[config.mk]
export PLATFORM = sky130hd
export DESIGN_NAME = lfsr_weight_scheduler
export DESIGN_NICKNAME = d
export VERILOG_FILES = /design/src/rtl/lfsr_weight_scheduler.sv
export SDC_FILE = /design/constraint.sdc
export NUM_CORES = 1
export LEC_CHECK = 0
export ABC_AREA = 1
export CAP_MARGIN = 20
export CORE_UTILIZATION = 49
export DETAILED_ROUTE_END_ITERATION = 8
export GPL_TIMING_DRIVEN = 0
export PLACE_DENSITY = 0.83
export SYNTH_ARGS = -nofsm -noshare
export SYNTH_HDL_FRONTEND = slang
export SYNTH_SLANG_ARGS = --single-unit
[constraint.sdc]
create_clock -name clk -period 2.24 [get_ports clk]
set_clock_uncertainty 0.15 [all_clocks]
set_input_delay 0.224 -clock clk [delete_from_list [all_inputs] [get_ports clk]]
set_output_delay 0.224 -clock clk [all_outputs]
set_load 0.05 [all_outputs]
[src/rtl/lfsr_weight_scheduler.sv]
// Round-robin scheduler sharing one 16-bit Fibonacci LFSR weight source between NREQ requesters.
// Optional build macro LFSR_ZERO_GUARD_EN: a zero seed_load loads SEED so the LFSR never locks at 0.
module lfsr_weight_scheduler #(
    parameter int          NREQ  = 4,
    parameter int          BURST = 8,
    parameter logic [15:0] SEED  = 16'h632C,
    localparam int         IW    = $clog2(BURST),
    localparam int         PW    = (NREQ > 1) ? $clog2(NREQ) : 1
) (
    input  logic            clk,
    input  logic            rst,
    input  logic [NREQ-1:0] req,
    output logic [NREQ-1:0] gnt,
    output logic [15:0]     w_data,
    output logic            w_valid,
    input  logic            w_ready,
    output logic [IW-1:0]   w_idx,
    output logic            w_last,
    input  logic            seed_load,
    input  logic [15:0]     seed_in,
    output logic            busy
);

    typedef enum logic {IDLE, STREAM} state_t;

    typedef struct packed {
        logic          found;
        logic [PW-1:0] idx;
    } pick_t;

    // Lowest offset from the pointer wins; scanning downward lets it overwrite last.
    function automatic pick_t rr_pick(input logic [NREQ-1:0] r, input logic [PW-1:0] ptr);
        pick_t p;
        int    j;
        p = '0;
        for (int i = NREQ - 1; i >= 0; i--) begin
            j = int'(ptr) + i;
            if (j >= NREQ) j = j - NREQ;
            if (r[j]) begin
                p.found = 1'b1;
                p.idx   = PW'(j);
            end
        end
        return p;
    endfunction

    function automatic logic [15:0] lfsr_step(input logic [15:0] d);
        return {d[14:0], d[15] ^ d[14] ^ d[12] ^ d[3]};
    endfunction

    state_t          state, state_n;
    logic [15:0]     lfsr, lfsr_n, seed_eff;
    logic [NREQ-1:0] gnt_n, pick_oh;
    logic [IW-1:0]   idx_n;
    logic [PW-1:0]   rr_ptr, rr_n, cur, cur_n;
    pick_t           pick;
    logic            accept;

    assign pick = rr_pick(req, rr_ptr);

    for (genvar g = 0; g < NREQ; g++) begin : g_oh
        assign pick_oh[g] = pick.found && (pick.idx == PW'(g));
    end

`ifdef LFSR_ZERO_GUARD_EN
    assign seed_eff = (seed_in == 16'h0000) ? SEED : seed_in;
`else
    assign seed_eff = seed_in;
`endif

    assign accept  = (state == STREAM) && w_ready;
    assign w_valid = (state == STREAM);
    assign busy    = (state == STREAM);
    assign w_data  = lfsr;
    assign w_last  = w_valid && (w_idx == IW'(BURST - 1));

    always_ff @(posedge clk or posedge rst) begin
        if (rst) begin
            state  <= IDLE;
            lfsr   <= SEED;
            gnt    <= '0;
            w_idx  <= '0;
            rr_ptr <= '0;
            cur    <= '0;
        end else begin
            state  <= state_n;
            lfsr   <= lfsr_n;
            gnt    <= gnt_n;
            w_idx  <= idx_n;
            rr_ptr <= rr_n;
            cur    <= cur_n;
        end
    end

    always_comb begin
        state_n = state;
        lfsr_n  = lfsr;
        gnt_n   = gnt;
        idx_n   = w_idx;
        rr_n    = rr_ptr;
        cur_n   = cur;
        case (state)
            IDLE: begin
                // Seed reload takes the cycle; any pending request waits one clock.
                if (seed_load) begin
                    lfsr_n = seed_eff;
                end else if (pick.found) begin
                    state_n = STREAM;
                    gnt_n   = pick_oh;
                    idx_n   = '0;
                    cur_n   = pick.idx;
                end
            end
            STREAM: begin
                if (accept) begin
                    lfsr_n = lfsr_step(lfsr);
                    if (w_idx == IW'(BURST - 1)) begin
                        state_n = IDLE;
                        gnt_n   = '0;
                        idx_n   = '0;
                        rr_n    = (cur == PW'(NREQ - 1)) ? '0 : cur + PW'(1);
                    end else begin
                        idx_n = w_idx + IW'(1);
                    end
                end
            end
            default: state_n = IDLE;
        endcase
    end

endmodule

==> flow_metrics.py <==
metrics = {
    "outcome": {
        "status": "finished, final reports clean",
    },
    "min_path": {
        "hp-class": "in -> async",
    },
    "timing": {
        "slew_viol_final": 0,
        "slew_headroom_pct": 66.2,
        "finalHoldViolations": 0,
        "worst_pin_slew_ps": 505,
        "fmax_mhz": 465,
        "min_period_ps": 2150,
        "finalSetupViolations": 0,
        "post-route-period-util_pct": 96.0,
        "rsz0062_at_grt": "no",
        "setup_slack_ps": 89.2,
    },
    "grt": {
        "antenna_found_initial": 0,
        "grt_max_degree": 29,
        "grt_pass1_vias": 1458,
        "grt_pass1_wl_um": 6170,
        "grt_usage_pct": 22.9,
        "grt.overflow.total": 0,
    },
    "yosys": {
        "avgSynthCellArea_um2": 7.53,
        "synthesis.instances": 208,
        "ys_warn_count": 0,
        "ys_types": 25,
        "synth_top_cell_area_share_pct": 33.6,
        "ys_seq_area_share_pct": 45.3,
        "synth_seq_cells": 28,
        "yosys.area.top_type": "dfrtp_1",
        "netlist_area_um2": 1570,
        "syn_nets": 235,
        "synth_area_leaders": "dfrtp_1 (34%), nand2_1 (20%), dfstp_2 (12%)",
    },
    "setup_path": {
        "endpoint": "w_valid",
        "critPathKind": "reg -> out",
        "cp.arrival_ps": 1780,
        "endpoint_kind": "primary output",
        "slowest_delay_ps": 780,
        "slowest_stage": "clkdlybuf4s50_1",
        "crit_family": "buffers and inverters",
        "cp.depth": 2,
        "cp_num_buf_inv": 2,
        "critPathLaunchType": "flop",
        "critPathMaxFanout": 8,
        "regToRegEndpoint": "w_data[11]$_DFFE_PP0P_",
        "r2r_cells": 5,
        "crit_start": "busy$_DFF_PP0_",
        "worstPathCellList": "buf_4 > clkdlybuf4s50_1",
        "r2r_slack_ps": 510,
        "cp.required_ps": 1870,
        "worstReg2RegStart": "busy$_DFF_PP0_",
    },
    "detailed_routing": {
        "ant_nets": 0,
        "wire_per_inst_um": 11.7,
        "vias_per_cell": 4.95,
        "drtPass1Iterations": 5,
        "drc": 0,
        "wirelength_um": 3580,
        "vias": 1516,
        "drt_iter0_drc": 82,
    },
    "layout": {
        "mostFrequentLayoutCells": "nand2_1 (83), clkdlybuf4s50_1 (48), dfrtp_1 (21)",
        "nets": 290,
        "drive_gt1_share_pct": 11.8,
        "final_common_cell": "nand2_1",
        "finalNonFillerCells": 306,
        "antenna_cells": 0,
        "syn2layout_area_growth_pct": 38.0,
    },
    "pwr": {
        "p_int_mw": 1.77,
        "clkPwrFrac_pct": 5.6,
        "powerDensity_nw_per_um2": 1780,
        "netSwitchingFraction_pct": 54.0,
        "seqPwrFrac_pct": 26.5,
        "leakage_nw": 1.05,
        "p_comb_share_pct": 67.9,
        "p_sw_mw": 2.07,
        "ir_drop_mv": 0.988,
    },
    "floorplan": {
        "fp.dieW_um": 58.5,
        "die_y_um": 58.5,
        "core_area_um2": 3050,
        "start_util_pct": 51.3,
        "pin_count": 50,
        "dieArea_um2": 3420,
        "row_count": 20,
    },
    "placed_design": {
        "port_buffers": 49,
        "pre_cts_slack_ps": -17.6,
        "post-place-cells": 301,
        "gp_congestion": 0.835,
        "hpwl_um": 2660,
    },
    "clock_network": {
        "cts_made_buffers": 3,
        "cts_setup_buffers": 0,
        "cts_hold_buf": 0,
        "cts_sinks": 28,
        "htree_levels": 1,
        "clockBufferDepth": 2,
        "clock_latency_ps": 320,
        "clock_tree.root_cell": "clkbuf_4",
        "path_clk_slew_ps": 150,
        "cts_tree": "built",
    },
    "run": {
        "drv_cap": 0,
    },
}
-- layout make-up --
| class | count | area [µm²] |
|---|---|---|
| Multi-Input combinational cell | 156 | 748 |
| Fill cell | 259 | 892 |
| Buffer | 8 | 46.3 |
| Timing Repair Buffer | 50 | 513 |
| Inverter | 16 | 62.6 |
| Clock buffer | 4 | 26.3 |
| Sequential cell | 28 | 709 |
| Tap cell | 44 | 55.1 |
-- how the worst min path moves through the flow --
stage	slack, ps	cells past startpoint	start	end
floorplan	130	1	rst	busy$_DFF_PP0_
finish	50	2	rst	w_idx[2]$_DFFE_PP0P_
detailed placement	320	2	gnt[2]$_DFFE_PP0P_	gnt[2]$_DFFE_PP0P_
global placement	310	2	gnt[0]$_DFFE_PP0P_	gnt[0]$_DFFE_PP0P_
global route	70	2	rst	w_idx[2]$_DFFE_PP0P_
CTS	270	3	seed_in[5]	w_data[5]$_DFFE_PP1P_
-- sequential cells by signal, indices dropped and copies added, names as in the netlist --
name    count
rr_ptr      2
busy        1
w_idx       3
gnt         4
cur         2
w_data     16
-- per-layer routing --
metal	vias up	GRT usage, %	part of all wire [%]	routed length (µm)
met3	2	4.18	6.3	227
met1	693	31.8	48	1700
met5	-	0	0	0
li1	779	-	-	-
met4	0	3.06	0.45	16
met2	42	38.8	46	1630
-- cell usage after synthesis, drive strengths merged --
cell    count
o22ai       1
clkbuf      3
dfrtp      21
inv        16
nand2      89
o21ai      10
a31oi      15
ha          3
o211ai      1
nor2       22
nand3       9
a21oi       2
buf         5
o31ai       1
xnor2       3
dfstp       7
-- metrics by stage --
| stage | setup TNS [ps] | util [%] | power (mW) | cell area (µm²) | hold WS (ps) |
|---|---|---|---|---|---|
| final | 0 | 70.8 | 3.84 | 2160 | 48.3 |
| after global routing | 0 | 70.8 | 4.16 | 2160 | 72.3 |
| after CTS | 0 | 70.0 | 3.83 | 2140 | 266 |
| after detailed placement | -17.6 | 69.1 | 3.62 | 2110 | 316 |
| after global placement | 0 | 69.1 | 3.58 | 2110 | 313 |
| after floorplan | 0 | - | 2.89 | 1570 | 134 |
-- kinds of logic after synthesis --
kind of cell	synth area share [%]
xor gates and xnor gates	1.68
AOI/OAI and AO/OA	11.6
DFF	45.3
buffers and inverters	6.87
adders and majority gates	2.40
and+or+nand+nor	32.1
-- power groups by stage --
stage	Combinational (mW)	Clock (mW)	Sequential, mW
after detailed placement	2.60	0	1.02
after CTS	2.60	0.213	1.02
after global routing	2.86	0.237	1.06
final	2.61	0.214	1.02
after floorplan	1.19	0	1.71
after global placement	2.56	0	1.02
-- timing repair --
action | 4_1_cts | 5_1_grt
endpoints found under the hold margin | 0 | 0
endpoints found under the setup margin | 1 | 1
gates resized for setup | 2 | 2
Power figures use the tool's default switching activity.
